### src/rtl/fetch_pkg.sv
// Shared types and widths for the instruction fetch controller and its buffer.
package fetch_pkg;

  localparam int unsigned DEPTH  = 2;
  localparam int unsigned WORD_W = 32;
  localparam int unsigned ADDR_W = 32;

  typedef enum logic [1:0] {
    StIdle,
    StFetch,
    StFault
  } fetch_state_e;

  typedef struct packed {
    logic [ADDR_W-1:0] pc;
    logic [WORD_W-1:0] instr;
  } fetch_entry_t;

endpackage

### src/rtl/fetch_fifo.sv
// Small in-order fetch buffer with push/pop/flush; head data reads as zero when empty.
module fetch_fifo
  import fetch_pkg::*;
(
  input  logic         clk_i,
  input  logic         rst_ni,
  input  logic         push_i,
  input  logic         pop_i,
  input  logic         flush_i,
  input  fetch_entry_t wdata_i,
  output fetch_entry_t rdata_o,
  output logic         full_o,
  output logic         empty_o
);

  localparam int unsigned PtrW = $clog2(DEPTH);
  localparam logic [PtrW-1:0] PtrOne  = PtrW'(1);
  localparam logic [PtrW:0]   CntOne  = (PtrW + 1)'(1);
  localparam logic [PtrW:0]   CntFull = (PtrW + 1)'(DEPTH);

  logic [PtrW-1:0] wr_ptr_q, wr_ptr_d;
  logic [PtrW-1:0] rd_ptr_q, rd_ptr_d;
  logic [PtrW:0]   cnt_q, cnt_d;
  fetch_entry_t    mem_q [DEPTH];
  logic            do_push, do_pop;

  assign full_o  = (cnt_q == CntFull);
  assign empty_o = (cnt_q == '0);

  // A push into a full buffer is only legal when the head leaves in the same cycle.
  assign do_pop  = pop_i && !empty_o && !flush_i;
  assign do_push = push_i && !flush_i && (!full_o || do_pop);

  always_comb begin
    wr_ptr_d = wr_ptr_q;
    rd_ptr_d = rd_ptr_q;
    cnt_d    = cnt_q;
    if (flush_i) begin
      wr_ptr_d = '0;
      rd_ptr_d = '0;
      cnt_d    = '0;
    end else begin
      if (do_push) wr_ptr_d = wr_ptr_q + PtrOne;
      if (do_pop)  rd_ptr_d = rd_ptr_q + PtrOne;
      if (do_push && !do_pop) cnt_d = cnt_q + CntOne;
      if (do_pop && !do_push) cnt_d = cnt_q - CntOne;
    end
  end

  always_ff @(posedge clk_i) begin
    if (!rst_ni) begin
      wr_ptr_q <= '0;
      rd_ptr_q <= '0;
      cnt_q    <= '0;
    end else begin
      wr_ptr_q <= wr_ptr_d;
      rd_ptr_q <= rd_ptr_d;
      cnt_q    <= cnt_d;
    end
  end

  always_ff @(posedge clk_i) begin
    if (do_push) mem_q[wr_ptr_q] <= wdata_i;
  end

  always_comb begin
    rdata_o = '0;
    if (!empty_o) rdata_o = mem_q[rd_ptr_q];
  end

endmodule

### src/rtl/imem_fetch_ctrl.sv
// Instruction fetch FSM and PC feeding a 2-entry fetch buffer.
// Optional range check against MEM_WORDS enabled by IMEM_FETCH_BOUND_CHECK_EN.
module imem_fetch_ctrl
  import fetch_pkg::*;
#(
  parameter int unsigned       MEM_WORDS = 50,
  parameter logic [ADDR_W-1:0] RESET_PC  = 32'h0000_0000
) (
  input  logic              clk,
  input  logic              rst_n,
  input  logic              start,
  output logic [ADDR_W-1:0] ReadAddress,
  input  logic [WORD_W-1:0] Instruction,
  output logic [WORD_W-1:0] InstrOut,
  output logic [ADDR_W-1:0] PCOut,
  output logic              InstrValid,
  input  logic              InstrReady,
  input  logic              Redirect,
  input  logic [ADDR_W-1:0] RedirectTarget,
  output logic              Busy,
  output logic              Fault
);

`ifdef IMEM_FETCH_BOUND_CHECK_EN
  localparam bit BoundCheck = 1'b1;
`else
  localparam bit BoundCheck = 1'b0;
`endif

  fetch_state_e      state_q, state_d;
  logic [ADDR_W-1:0] pc_q, pc_d;
  logic              push, pop, flush, full, empty, range_err;
  fetch_entry_t      wdata, rdata;

  assign range_err = BoundCheck && ({2'b00, pc_q[ADDR_W-1:2]} >= ADDR_W'(MEM_WORDS));
  assign pop       = !empty && InstrReady;
  assign wdata     = '{pc: pc_q, instr: Instruction};

  always_comb begin
    state_d = state_q;
    pc_d    = pc_q;
    push    = 1'b0;
    flush   = 1'b0;
    unique case (state_q)
      StIdle: begin
        if (Redirect) begin
          flush = 1'b1;
          pc_d  = RedirectTarget & 32'hFFFF_FFFC;
        end
        if (start) state_d = StFetch;
      end
      StFetch: begin
        // Redirect wins over the range check so a jump back into memory never faults.
        if (Redirect) begin
          flush = 1'b1;
          pc_d  = RedirectTarget & 32'hFFFF_FFFC;
        end else if (range_err) begin
          state_d = StFault;
        end else if (!full || pop) begin
          push = 1'b1;
          pc_d = pc_q + 32'd4;
        end
      end
      StFault: ;
      default: state_d = StIdle;
    endcase
  end

  always_ff @(posedge clk) begin
    if (!rst_n) begin
      state_q <= StIdle;
      pc_q    <= RESET_PC;
    end else begin
      state_q <= state_d;
      pc_q    <= pc_d;
    end
  end

  fetch_fifo u_fifo (
    .clk_i   (clk),
    .rst_ni  (rst_n),
    .push_i  (push),
    .pop_i   (pop),
    .flush_i (flush),
    .wdata_i (wdata),
    .rdata_o (rdata),
    .full_o  (full),
    .empty_o (empty)
  );

  assign ReadAddress = pc_q;
  assign InstrOut    = rdata.instr;
  assign PCOut       = rdata.pc;
  assign InstrValid  = !empty;
  assign Busy        = (state_q == StFetch);
  assign Fault       = BoundCheck && (state_q == StFault);

endmodule

### config.mk
export PLATFORM = sky130hd
export DESIGN_NAME = imem_fetch_ctrl
export DESIGN_NICKNAME = d
export VERILOG_FILES = /design/src/rtl/fetch_pkg.sv /design/src/rtl/fetch_fifo.sv /design/src/rtl/imem_fetch_ctrl.sv
export SDC_FILE = /design/constraint.sdc
export NUM_CORES = 1
export LEC_CHECK = 0
export CELL_PAD_IN_SITES_DETAIL_PLACEMENT = 1
export CELL_PAD_IN_SITES_GLOBAL_PLACEMENT = 1
export CORE_ASPECT_RATIO = 1.4
export CORE_MARGIN = 5
export CORE_UTILIZATION = 45
export CTS_CLUSTER_SIZE = 24
export DETAILED_ROUTE_END_ITERATION = 12
export DONT_BUFFER_PORTS = 1
export PLACE_DENSITY_LB_ADDON = 0.05
export RECOVER_POWER = 100
export SETUP_SLACK_MARGIN = 0.05
export SYNTH_ARGS = -nofsm -noshare
export SYNTH_HDL_FRONTEND = slang
export SYNTH_SLANG_ARGS = --single-unit
### constraint.sdc
create_clock -name clk -period 4.3 [get_ports clk]
set_input_delay 0.86 -clock clk [delete_from_list [all_inputs] [get_ports clk]]
set_output_delay 0.86 -clock clk [all_outputs]
set_load 0.05 [all_outputs]
==> impl_metrics.ini <==
[run_status]
status = finished with violations
violations = max-capacitance violations, max-slew violations

[routing]
dr.first_iter.drc_count = 159
drc = 0
top_layer = met4
dr.pass1.iters = 4
wire_per_inst_um = 22.2
antenna_left = 0
routed_wl_um = 16000
met2WireLength_um = 8420
wl_met3_um = 1320
num_vias = 4071
wl_met1_um = 5960
viasPerCell = 5.66

[layout]
drive_gt1_frac = 0.0755
antenna_cells_inserted = 0
nets = 589
final_cells = 719
fill_cells = 1501
multi_input_area_um2 = 2060
syn_to_final_growth_pct = 11.1
seqCellArea_um2 = 4450

[place]
dp_hpwl_um = 11300
io_buffer_count = 0
dp_cells = 688
place.gp.congestion = 0.805

[pwr]
pwr-share-comb = 0.057
p_sw_uw = 890
p_leak_nw = 2.34
vdd_drop_max_uv = 243
seqPwrFrac = 0.530
p_sw_frac = 0.256
power_density_nw_per_um2 = 468
internal-power_mw = 2.58
p_clk_frac = 0.413

[critical_path]
r2r_setup_slack_ps = 850
crit_chain = buf_4, mux2i_1, nor2_1
cp.arrival_ps = 2600
critPathCaptureType = primary output
crit_type = flip-flop to primary output
cpMaxStageDelayCell = dfxtp_2
startpoint_type = flip-flop
worstPathRequired_ps = 3440
worst-path-max-fanout = 30
slowest_delay_ps = 940

[logic_synthesis]
avgSynthCellArea_um2 = 12.9
synth_most_common_cell = edfxtp_1
seq_area_frac_synth = 0.666
netlist.area_leader.share = 0.558
synth.area.top_cells = edfxtp_1, dfxtp_1, mux2i_1, nor2_1, o21ai_0
synthesis.area_um2 = 6680
synth_edf_count = 124
yosys_warnings = 0
ys.flop_type = edfxtp_1
async_reset_ff_frac = 0
synth_cell_type_count = 49
synth_cells = 516
yosysTopAreaCell = edfxtp_1
ys_top_cells_by_count = edfxtp_1, nor2_1, mux2i_1
ys_ff_latch = 160

[cts]
cts_tree = done
cts_buffer_depth = 2
post_cts_buffers = 0
ctsHoldBuffers = 0
cts_max_level = 4
clock_sinks = 160
cts_buffers = 17
clkLatencyLatePin_ps = 420
root_buffer = clkbuf_16
cts_resized = 0
cts.clk_slew.worst_paths_ps = 60

[global_route]
antenna_found_initial = 0
grt.total_usage = 0.185
grt_pass1_vias = 4374
grt_remaining_overflow = 0
grt_pass1_wl_um = 24800
grt_max_degree = 48

[die]
pin_count = 168
fp.dieH_um = 154
rows = 52
core_um2 = 14500
fp.dieW_um = 113
die-area_um2 = 17400
initial_core_util = 0.460

[timing]
setup_violations = 0
worst_pin_slew_ps = 1520
fin_crit_ps = 3460
tns_ps = 0
finClkSkew_ps = 9.37
max_freq_ghz = 0.289
timing.final.max_slew_violations = 16
hold_ws_ps = 524
fin_crit_sh = 0.806
rsz0062_at_grt = false
slew_headroom = -0.0193
hold_viol_final = 0

[job]
max-cap-violations = 1

[hold_path]
hold_path_class = flip-flop to flip-flop
## path summary, 6_finish.rpt
check                                     start                  end  depth (start not counted)
worst max-delay path                  flip-flop             PCOut[8]                          3
worst min-delay path            u_fifo.rd_ptr_q            flip-flop                          2
worst max register to register  u_fifo.cnt_q[0]  u_fifo.mem_q[0][37]                          6
worst min register to register  u_fifo.rd_ptr_q            flip-flop                          2
## worst max-delay path: cells and delay by family (launching register included)
kind / cells / cell delay (ps)
buf+inv: 1 / 370
mux: 1 / 110
flops: 1 / 940
simple gates: 1 / 750
## layer usage
layer	vias to the layer above	GRT usage
met1	2017	0.200
met4	0	0.0578
met5	-	0
met2	113	0.328
li1	1916	-
met3	25	0.0759
## power by group through the flow
stage / Sequential, mW / Clock, mW / Combinational, mW
after floorplan: 1.86 / 0 / 0.167
after global placement: 1.87 / 0 / 0.198
after detailed placement: 1.88 / 0 / 0.203
after CTS: 1.84 / 1.46 / 0.204
after global routing: 1.85 / 1.54 / 0.215
final: 1.84 / 1.43 / 0.198
## logic make-up after synthesis
group / after synthesis / share of synthesized area
xor gates and xnor gates: 23 / 0.0302
AOI/OAI and AO/OA: 65 / 0.0601
muxes: 63 / 0.0944
other: 1 / 0.000562
DFF: 160 / 0.666
buffers and inverters: 38 / 0.0270
adders and majority gates: 2 / 0.00375
and+or+nand+nor: 164 / 0.118
## area by class of cell
class	instances	share of cell area
Tap cell	189	0.0319
Timing Repair Buffer	10	0.0120
Inverter	7	0.00354
Multi-Input combinational cell	322	0.278
Sequential cell	160	0.599
Clock buffer	18	0.0579
Clock inverter	13	0.0175
## sequential cells by signal, indices dropped and copies added, names as in the netlist, named ones only
name / count
ReadAddress: 30
state_q: 1
u_fifo.cnt_q: 2
u_fifo.wr_ptr_q: 1
u_fifo.rd_ptr_q: 1
u_fifo.mem_q: 124
## layout by cell type, fill, tap and decap left out, types with 3 or more instances in the layout
cell       count
edfxtp_1     124
nor2_1        81
mux2i_1       63
dfxtp_1       35
o21ai_0       22
a21oi_1       18
clkbuf_16     17
nand2_1       16
and3_1        14
nand3_1       14
xnor2_1       12
xor2_1        11
nand4_1        9
nor3_1         8
o22ai_1        7
inv_1          6
and4_1         6
nor4_1         5
conb_1         5
inv_6          5
buf_4          5
a311oi_1       4
clkbuf_1       4
a211oi_1       3
## metrics by stage
stage	power (mW)	util	area [µm²]	setup slack [ps]
floorplan	2.03	-	6700	733
global placement	2.07	0.475	6900	1290
detailed placement	2.08	0.475	6900	1250
CTS	3.51	0.514	7450	1080
global route	3.61	0.511	7420	580
finish	3.47	0.511	7420	835
No activity file was read; power rests on OpenSTA's default activity.
